<file path="src/rtl/instr_encoder_loader_if.sv">
// instr_encoder_loader_if: instruction-field transfer bus with valid/ready handshake
interface instr_encoder_loader_if;
  logic        valid_i;
  logic        ready_o;
  logic [2:0]  class_i;
  logic [4:0]  rd_i;
  logic [4:0]  rs1_i;
  logic [4:0]  rs2_i;
  logic [2:0]  funct3_i;
  logic [6:0]  funct7_i;
  logic [31:0] imm_i;
  logic        last_i;
  modport master(output valid_i, class_i, rd_i, rs1_i, rs2_i, funct3_i, funct7_i, imm_i, last_i, input ready_o);
  modport slave(input valid_i, class_i, rd_i, rs1_i, rs2_i, funct3_i, funct7_i, imm_i, last_i, output ready_o);
endinterface

</file>
<file path="src/rtl/instr_encoder_loader.sv">
// instr_encoder_loader: encodes RV32I fields and writes them sequentially into instruction memory
module instr_encoder_loader #(
  parameter int          MEM_DEPTH = 64,
  parameter logic [31:0] BASE_ADDR = 32'h0040_0000,
  localparam int         CW        = $clog2(MEM_DEPTH + 1)
) (
  input  logic                   clk,
  input  logic                   reset,
  input  logic                   start_i,
  instr_encoder_loader_if.slave  bus,
  output logic                   mem_we_o,
  output logic [31:0]            mem_addr_o,
  output logic [31:0]            mem_data_o,
  output logic [CW-1:0]          count_o,
  output logic                   full_o,
  output logic                   error_o,
  output logic                   done_o
);
  typedef enum logic [1:0] {IDLE, LOAD, DONE, ERR} state_t;
  state_t state, state_nx;
  logic [31:0] enc;
  logic [31:0] imm;
  logic bad, sx11, sx12, fire, wr;
  assign full_o      = count_o == CW'(MEM_DEPTH);
  assign done_o      = state == DONE;
  assign error_o     = state == ERR;
  assign bus.ready_o = state == LOAD && !full_o;
  assign fire        = bus.valid_i && bus.ready_o && !start_i;
  assign wr          = fire && !bad;
  // assemble the instruction word and flag illegal classes or out-of-range immediates
  always_comb begin
    imm  = bus.imm_i;
    sx11 = &imm[31:11] | ~|imm[31:11];
    sx12 = &imm[31:12] | ~|imm[31:12];
    enc  = '0;
    bad  = 1'b0;
    case (bus.class_i)
      3'd0: enc = {bus.funct7_i, bus.rs2_i, bus.rs1_i, bus.funct3_i, bus.rd_i, 7'b0110011};
      3'd1: begin enc = {imm[11:0], bus.rs1_i, bus.funct3_i, bus.rd_i, 7'b0010011}; bad = !sx11; end
      3'd2: begin enc = {imm[11:0], bus.rs1_i, bus.funct3_i, bus.rd_i, 7'b0000011}; bad = !sx11; end
      3'd3: begin enc = {imm[11:5], bus.rs2_i, bus.rs1_i, bus.funct3_i, imm[4:0], 7'b0100011}; bad = !sx11; end
      3'd4: begin enc = {imm[12], imm[10:5], bus.rs2_i, bus.rs1_i, bus.funct3_i, imm[4:1], imm[11], 7'b1100011}; bad = !sx12 || imm[0]; end
      3'd5: begin enc = {imm[31:12], bus.rd_i, 7'b0110111}; bad = |imm[11:0]; end
      default: bad = 1'b1;
    endcase
  end
  // next state: restart dominates, then the outcome of an accepted transfer
  always_comb begin
    state_nx = state;
    if (start_i) state_nx = LOAD;
    else if (fire) state_nx = bad ? ERR : bus.last_i ? DONE : LOAD;
  end
  // state register
  always_ff @(posedge clk or negedge reset) begin
    if (!reset) state <= IDLE;
    else state <= state_nx;
  end
  // write port and word counter; address/data hold between writes
  always_ff @(posedge clk or negedge reset) begin
    if (!reset) begin
      mem_we_o   <= 1'b0;
      mem_addr_o <= '0;
      mem_data_o <= '0;
      count_o    <= '0;
    end else begin
      mem_we_o <= wr;
      if (start_i) count_o <= '0;
      else if (wr) begin
        mem_addr_o <= BASE_ADDR + (32'(count_o) << 2);
        mem_data_o <= enc;
        count_o    <= count_o + CW'(1);
      end
    end
  end
endmodule

</file>
<file path="src/flat_wrapper.sv">
// flat-port wrapper written by rule: the top's interface ports become plain ports
module instr_encoder_loader_flat 
#(
  parameter int          MEM_DEPTH = 64,
  parameter logic [31:0] BASE_ADDR = 32'h0040_0000,
  localparam int         CW        = $clog2(MEM_DEPTH + 1)
)
  (clk, reset, start_i, mem_we_o, mem_addr_o, mem_data_o, count_o, full_o, error_o, done_o, bus_valid_i, bus_class_i, bus_rd_i, bus_rs1_i, bus_rs2_i, bus_funct3_i, bus_funct7_i, bus_imm_i, bus_last_i, bus_ready_o);
  instr_encoder_loader_if bus_i ();
  input  logic clk;
  input  logic reset;
  input  logic start_i;
  output logic mem_we_o;
  output logic [31:0] mem_addr_o;
  output logic [31:0] mem_data_o;
  output logic [CW-1:0] count_o;
  output logic full_o;
  output logic error_o;
  output logic done_o;
  input wire logic [$bits(bus_i.valid_i)-1:0] bus_valid_i;
  input wire logic [$bits(bus_i.class_i)-1:0] bus_class_i;
  input wire logic [$bits(bus_i.rd_i)-1:0] bus_rd_i;
  input wire logic [$bits(bus_i.rs1_i)-1:0] bus_rs1_i;
  input wire logic [$bits(bus_i.rs2_i)-1:0] bus_rs2_i;
  input wire logic [$bits(bus_i.funct3_i)-1:0] bus_funct3_i;
  input wire logic [$bits(bus_i.funct7_i)-1:0] bus_funct7_i;
  input wire logic [$bits(bus_i.imm_i)-1:0] bus_imm_i;
  input wire logic [$bits(bus_i.last_i)-1:0] bus_last_i;
  output wire logic [$bits(bus_i.ready_o)-1:0] bus_ready_o;
  assign bus_i.valid_i = bus_valid_i;
  assign bus_i.class_i = bus_class_i;
  assign bus_i.rd_i = bus_rd_i;
  assign bus_i.rs1_i = bus_rs1_i;
  assign bus_i.rs2_i = bus_rs2_i;
  assign bus_i.funct3_i = bus_funct3_i;
  assign bus_i.funct7_i = bus_funct7_i;
  assign bus_i.imm_i = bus_imm_i;
  assign bus_i.last_i = bus_last_i;
  assign bus_ready_o = bus_i.ready_o;
  instr_encoder_loader #(.MEM_DEPTH(MEM_DEPTH), .BASE_ADDR(BASE_ADDR)) u_core (.clk(clk), .reset(reset), .start_i(start_i), .bus(bus_i), .mem_we_o(mem_we_o), .mem_addr_o(mem_addr_o), .mem_data_o(mem_data_o), .count_o(count_o), .full_o(full_o), .error_o(error_o), .done_o(done_o));
endmodule
</file>
<file path="config.mk">
export PLATFORM = sky130hd
export DESIGN_NAME = instr_encoder_loader_flat
export DESIGN_NICKNAME = d
export VERILOG_FILES = /design/src/rtl/instr_encoder_loader_if.sv /design/src/rtl/instr_encoder_loader.sv /design/src/flat_wrapper.sv
export SDC_FILE = /design/constraint.sdc
export NUM_CORES = 1
export LEC_CHECK = 0
export ABC_AREA = 1
export BUFFER_PORTS_ARGS = -buffer_cell sky130_fd_sc_hd__buf_2
export CORE_AREA = 2 2 103 105
export CTS_CLUSTER_DIAMETER = 200
export CTS_CLUSTER_SIZE = 25
export DETAILED_ROUTE_END_ITERATION = 8
export DIE_AREA = 0 0 105 107
export GPL_ROUTABILITY_DRIVEN = 0
export HOLD_SLACK_MARGIN = 0.12
export PLACE_DENSITY = 0.67
export SLEW_MARGIN = 25
export SYNTH_ARGS = -nofsm -noshare
export SYNTH_HDL_FRONTEND = slang
export SYNTH_SLANG_ARGS = --single-unit
export TNS_END_PERCENT = 50
</file>
<file path="constraint.sdc">
create_clock -name clk -period 2.2 [get_ports clk]
set_input_delay 0.22 -clock clk [delete_from_list [all_inputs] [get_ports clk]]
set_output_delay 0.22 -clock clk [all_outputs]
set_load 0.03 [all_outputs]
</file>
# Word-level counts from Yosys, hierarchy flattened
# Cells that the tools add are included.
dict set report classes {
  bitwise 3
  n_reduce_logical 22
  mux 8
  eq_ne 9
  addsub 2
}
# cell n
set ops {}
lappend ops {{32-bit one-hot mux with 6 select lines} 1}
lappend ops {{23-bit by 9-bit adder with 24-bit output (first input constant)} 1}
lappend ops {{21-bit AND reduction} 1}
lappend ops {{21-bit OR reduction} 1}
lappend ops {{20-bit AND reduction} 1}
lappend ops {{20-bit OR reduction} 1}
lappend ops {{7-bit 2-to-1 mux} 2}
lappend ops {{12-bit OR reduction} 1}
lappend ops {{2-bit 2-to-1 mux} 4}
lappend ops {{7-bit by 1-bit adder with 7-bit output (second input constant)} 1}
lappend ops {{7-bit == test (second input constant)} 1}
lappend ops {{1-bit zero test} 7}
lappend ops {{3-bit by 2-bit == test with 1-bit output (second input constant)} 2}
lappend ops {{3-bit == test (second input constant)} 2}
lappend ops {{2-bit == test (second input constant)} 2}
lappend ops {{1-bit logical AND} 4}
lappend ops {{1-bit one-hot mux with 4 select lines} 1}
lappend ops {{2-bit nonzero test} 2}
lappend ops {{3-bit by 1-bit == test with 1-bit output (second input constant)} 1}
lappend ops {{3-bit zero test} 1}
lappend ops {{3-bit OR reduction} 1}
lappend ops {{2-bit by 1-bit == test with 1-bit output (second input constant)} 1}
lappend ops {{1-bit OR} 2}
lappend ops {{2-bit AND reduction} 1}
lappend ops {{2 further kinds} 2}
dict set report word_totals {
  out_inout_bits 76
  ff_bits 74
}

# Logic depth before layout (Yosys ltp)
dict set report logic_depth {
  ltp_word 10
  ltp_mapped 13
  mapped_depth_nobuf 12
}

# Least setup slack after synthesis
# OpenSTA, ideal clock, no wires.
dict set report synth_timing {
  path_type {register to register}
  start {register u_core.count_o[0]}
  end {register u_core.mem_data_o[21]}
  t_arrival_ns 1.892
  period_less_slack_ns 2.020
  setup_ns 0.128
  setup_slack_ns 0.180
  stages_incl_launch_ff 11
  cell_sequence {dfrtp_1 > inv_1 > ha_1 > nand3_1 > or2_1 > nand3_2 > nor3_4 > nand3_4 > buf_2 > nand2_1 > o21ai_1}
}
dict set report synth_between {
  elab_chain_len 7
}
# element line_no
set synth_lines {}
lappend synth_lines {{from (decl)} instr_encoder_loader.sv:14} ;# output logic [CW-1:0] count_o,
lappend synth_lines {{from (signal assigned)} instr_encoder_loader.sv:71} ;# count_o <= count_o + CW'(1);
lappend synth_lines {{7-bit == test} instr_encoder_loader.sv:24} ;# assign full_o = count_o == CW'(MEM_DEPTH);
lappend synth_lines {{1-bit zero test} instr_encoder_loader.sv:27} ;# assign bus.ready_o = state == LOAD && !full_o;
lappend synth_lines {{1-bit logical AND} instr_encoder_loader.sv:27}
lappend synth_lines {{1-bit logical AND (2 in a row)} instr_encoder_loader.sv:28} ;# assign fire = bus.valid_i && bus.ready_o && !start_i;
lappend synth_lines {{1-bit logical AND} instr_encoder_loader.sv:29} ;# assign wr = fire && !bad;
lappend synth_lines {{2-bit AND reduction (no source line)} --}
lappend synth_lines {{to (signal assigned)} instr_encoder_loader.sv:70} ;# mem_data_o <= enc;
lappend synth_lines {{to (decl)} instr_encoder_loader.sv:13} ;# output logic [31:0] mem_data_o,
# No other way between the ends.
# A chain may end at the register's enable or synchronous reset.

# Worst setup path in the final report
dict set report layout_timing {
  start {register u_core.count_o[0]}
  end {register u_core.mem_data_o[29]}
}
# The elaborated chain is that of the path after synthesis.

==> flow_summary.ini <==
[outcome]
outcome = complete, no violations

[synth]
synth_area_um2 = 2990
synth_top_area_share_pct = 40.2
synthCells = 415
yosys_register_bits = 48
synth-async-reset-ratio_pct = 100
synth_edf_count = 0
synth_top_cells_by_count = 119 x nand2_1, 51 x nor2_1, 48 x dfrtp_1
synthFlopType = dfrtp_1
ys_top_cells_by_area = dfrtp_1 40%, nand2_1 15%, buf_4 6.5%, nor2_1 6.4%, inv_1 5.4%
synth_warnings = 0
synth.distinct_cells = 31
yosysMostFrequentCell = nand2_1
ys_seq_area_share_pct = 40.2
synth_top_area_cell = dfrtp_1
syn_avg_cell_area_um2 = 7.20

[clock_tree]
root_buffer = clkbuf_8
htreeDepth = 2
numClockSinks = 48
clk_pin_slew_ps = 100
cts_buffers = 5
cts_buffer_depth = 2
cts_tree = done
insertion_delay_ps = 310

[job]
drv_cap = 0

[place]
place_area_um2 = 3600
portBuffers = 115
dp_hpwl_mm = 7.16

[timing]
hold_viol_final = 0
fin_hold_ws_ps = 195
period_share_pct = 86.8
worst_slew_pin_slew_ps = 636
setup_viol = 0
skew_ps = 7.91
post-route-min-period_ps = 1910
finalSetupTns_ps = 0
rsz0062_at_grt = false
drv_slew = 0
max_slew_margin_pct = 57.6
maxClockFrequency_mhz = 524

[detailed_routing]
drt-vias-per-instance = 4.57
ant_nets = 0
wl_mm = 9.12
wl_per_cell_um = 13.7
via_count = 3051
drc = 0
firstDrtPassIters = 4
dr.first_iter.drc_count = 112

[layout]
drive_above_1_share_pct = 26.1
fin_area_um2 = 3700
n_fill_cell = 1160
antenna_cells = 0
area_delta_synth_final_pct = 23.9
nNetsFinal = 598

[die]
initial_core_util_pct = 29.6
die_w_um = 105
die_y_um = 107
die_area_um2 = 11200
core_area_um2 = 10100
num_rows = 37
top_level_ports = 141

[power]
seqPwrFrac_pct = 41.6
vdd_drop_max_mv = 0.340
p_comb_share_pct = 37.2
sw_frac_of_total_pct = 41.9
clkPwrFrac_pct = 21.3
power.density_nw_per_um2 = 734
power_switching_uw = 1140
leakage_uw = 0.00209
p_int_uw = 1580

[worst_hold_path]
holdPathStages = 2
hold_path_end = u_core.state[1]
hp-start = start_i
hold_class = in -> reg

[global_route]
grt_pass1_wl_mm = 14.7
antenna_found_initial = 0
first_global_vias = 2875
overflow = 0
grt_start_max_net_pins = 49
track_usage_pct = 16.3

[setup_path]
r2r_slack_ps = 290
crit_chain = inv_1 -> ha_1 -> nand3_1 -> or2_1 -> nand3_2 -> nor3_4 -> nand3_4 -> buf_4 -> nand2_1 -> o21ai_1
crit_path_top_delay_cell = dfrtp_1
r2r_cells = 10
cp.arrival_ps = 2100
reg2reg_from = u_core.count_o[0]
r2r-end = u_core.mem_data_o[29]
cpPeakStageDelay_ps = 410
crit_path_start_kind = flop
critPathKind = reg -> reg
required_ps = 2390
path_max_fanout = 40
crit_path_end_kind = flop
==> worst max path at each step <==
stage / from / endpoint / slack (ps) / cells after the start
CTS: u_core.count_o[0] / u_core.mem_data_o[29] / 280 / 10
floorplan: u_core.count_o[0] / u_core.mem_data_o[21] / 180 / 10
global route: u_core.count_o[0] / u_core.mem_data_o[10] / 90 / 10
detailed placement: u_core.count_o[0] / u_core.mem_data_o[29] / 300 / 10
finish: u_core.count_o[0] / u_core.mem_data_o[29] / 290 / 10
global placement: u_core.count_o[0] / u_core.mem_data_o[31] / 370 / 10
==> layer usage <==
| metal | vias up | routed length, um | share of wire (%) | track usage [%] |
|---|---|---|---|---|
| li1 | 1520 | - | - | - |
| met5 | - | 0 | 0 | 0 |
| met4 | 0 | 187 | 2.1 | 4.76 |
| met2 | 132 | 4050 | 44 | 26.2 |
| met1 | 1384 | 4180 | 46 | 21.9 |
| met3 | 15 | 709 | 7.8 | 3.71 |
==> per-stage QoR <==
stage	power (uW)	worst slack [ps]	std cells	util, %
6_report	2720	291	668	36.7
5_1_grt	2880	89.8	668	36.7
4_1_cts	2760	282	668	36.7
3_5_place_dp	2170	299	659	35.6
3_3_place_gp	2150	369	659	35.6
2_1_floorplan	1830	180	439	-
==> registers in the layout (all words and copies together), names as in the netlist <==
signal	count
u_core.state	2
u_core.mem_we_o	1
u_core.count_o	7
u_core.mem_addr_o	8
u_core.mem_data_o	30
==> timing repair <==
| action | 4_1_cts | 5_1_grt |
|---|---|---|
| setup buffers | 0 | 0 |
| resized for setup | 0 | 0 |
| hold endpoints to repair | 48 | 0 |
| hold buffers | 1 | 0 |
==> power groups by stage <==
stage / logic [uW] / registers (uW) / clock network (uW)
after floorplan: 370 / 1460 / 0
after global placement: 1010 / 1140 / 0
after detailed placement: 1020 / 1150 / 0
after CTS: 1020 / 1130 / 606
after global routing: 1100 / 1150 / 631
final: 1010 / 1130 / 578
==> cell type report <==
type / instances / area [um^2] / area share, %
well taps: 136 / 170 / 4.59
clock inverters: 2 / 13.8 / 0.372
flip-flops and latches: 48 / 1200 / 32.4
multi-input cells: 308 / 1430 / 38.7
repair buffers: 122 / 631 / 17.0
clock buffers: 6 / 82.6 / 2.23
inverters: 46 / 173 / 4.66
==> logic make-up after synthesis <==
group	after synthesis	synth area share, %
XOR/XNOR	4	1.17
other	1	0.125
buffers and inverters	83	14.9
AND/OR/NAND/NOR	213	30.3
adder cells (fa/ha/maj)	2	0.837
AO/OA/AOI/OAI	64	12.5
flip-flops	48	40.2
==> critical path, delay by kind of cell (launching register included) <==
family	cells	cell delay, ps
and+or+nand+nor	6	730
AOI/OAI and AO/OA	1	70
buffers and inverters	2	350
adders and majority gates	1	200
DFF	1	410
==> layout by cell type (no fill, tap or decap), types with 2 or more instances in the layout <==
cell type and n:
buf_4 6, o2bb2ai_1 2, ha_1 2, inv_2 3, dfrtp_1 48, inv_1 43, a221oi_1 7, a22oi_1 4
a21oi_1 6, o21ai_1 25, o21ai_0 16, nand2_1 119, nor2_1 51, conb_1 25, nor3_1 3, xor2_1 4
o22ai_1 2, nand3_1 21, nand4_1 12, buf_2 115, clkbuf_8 6
(Power assumes the default switching activity.)
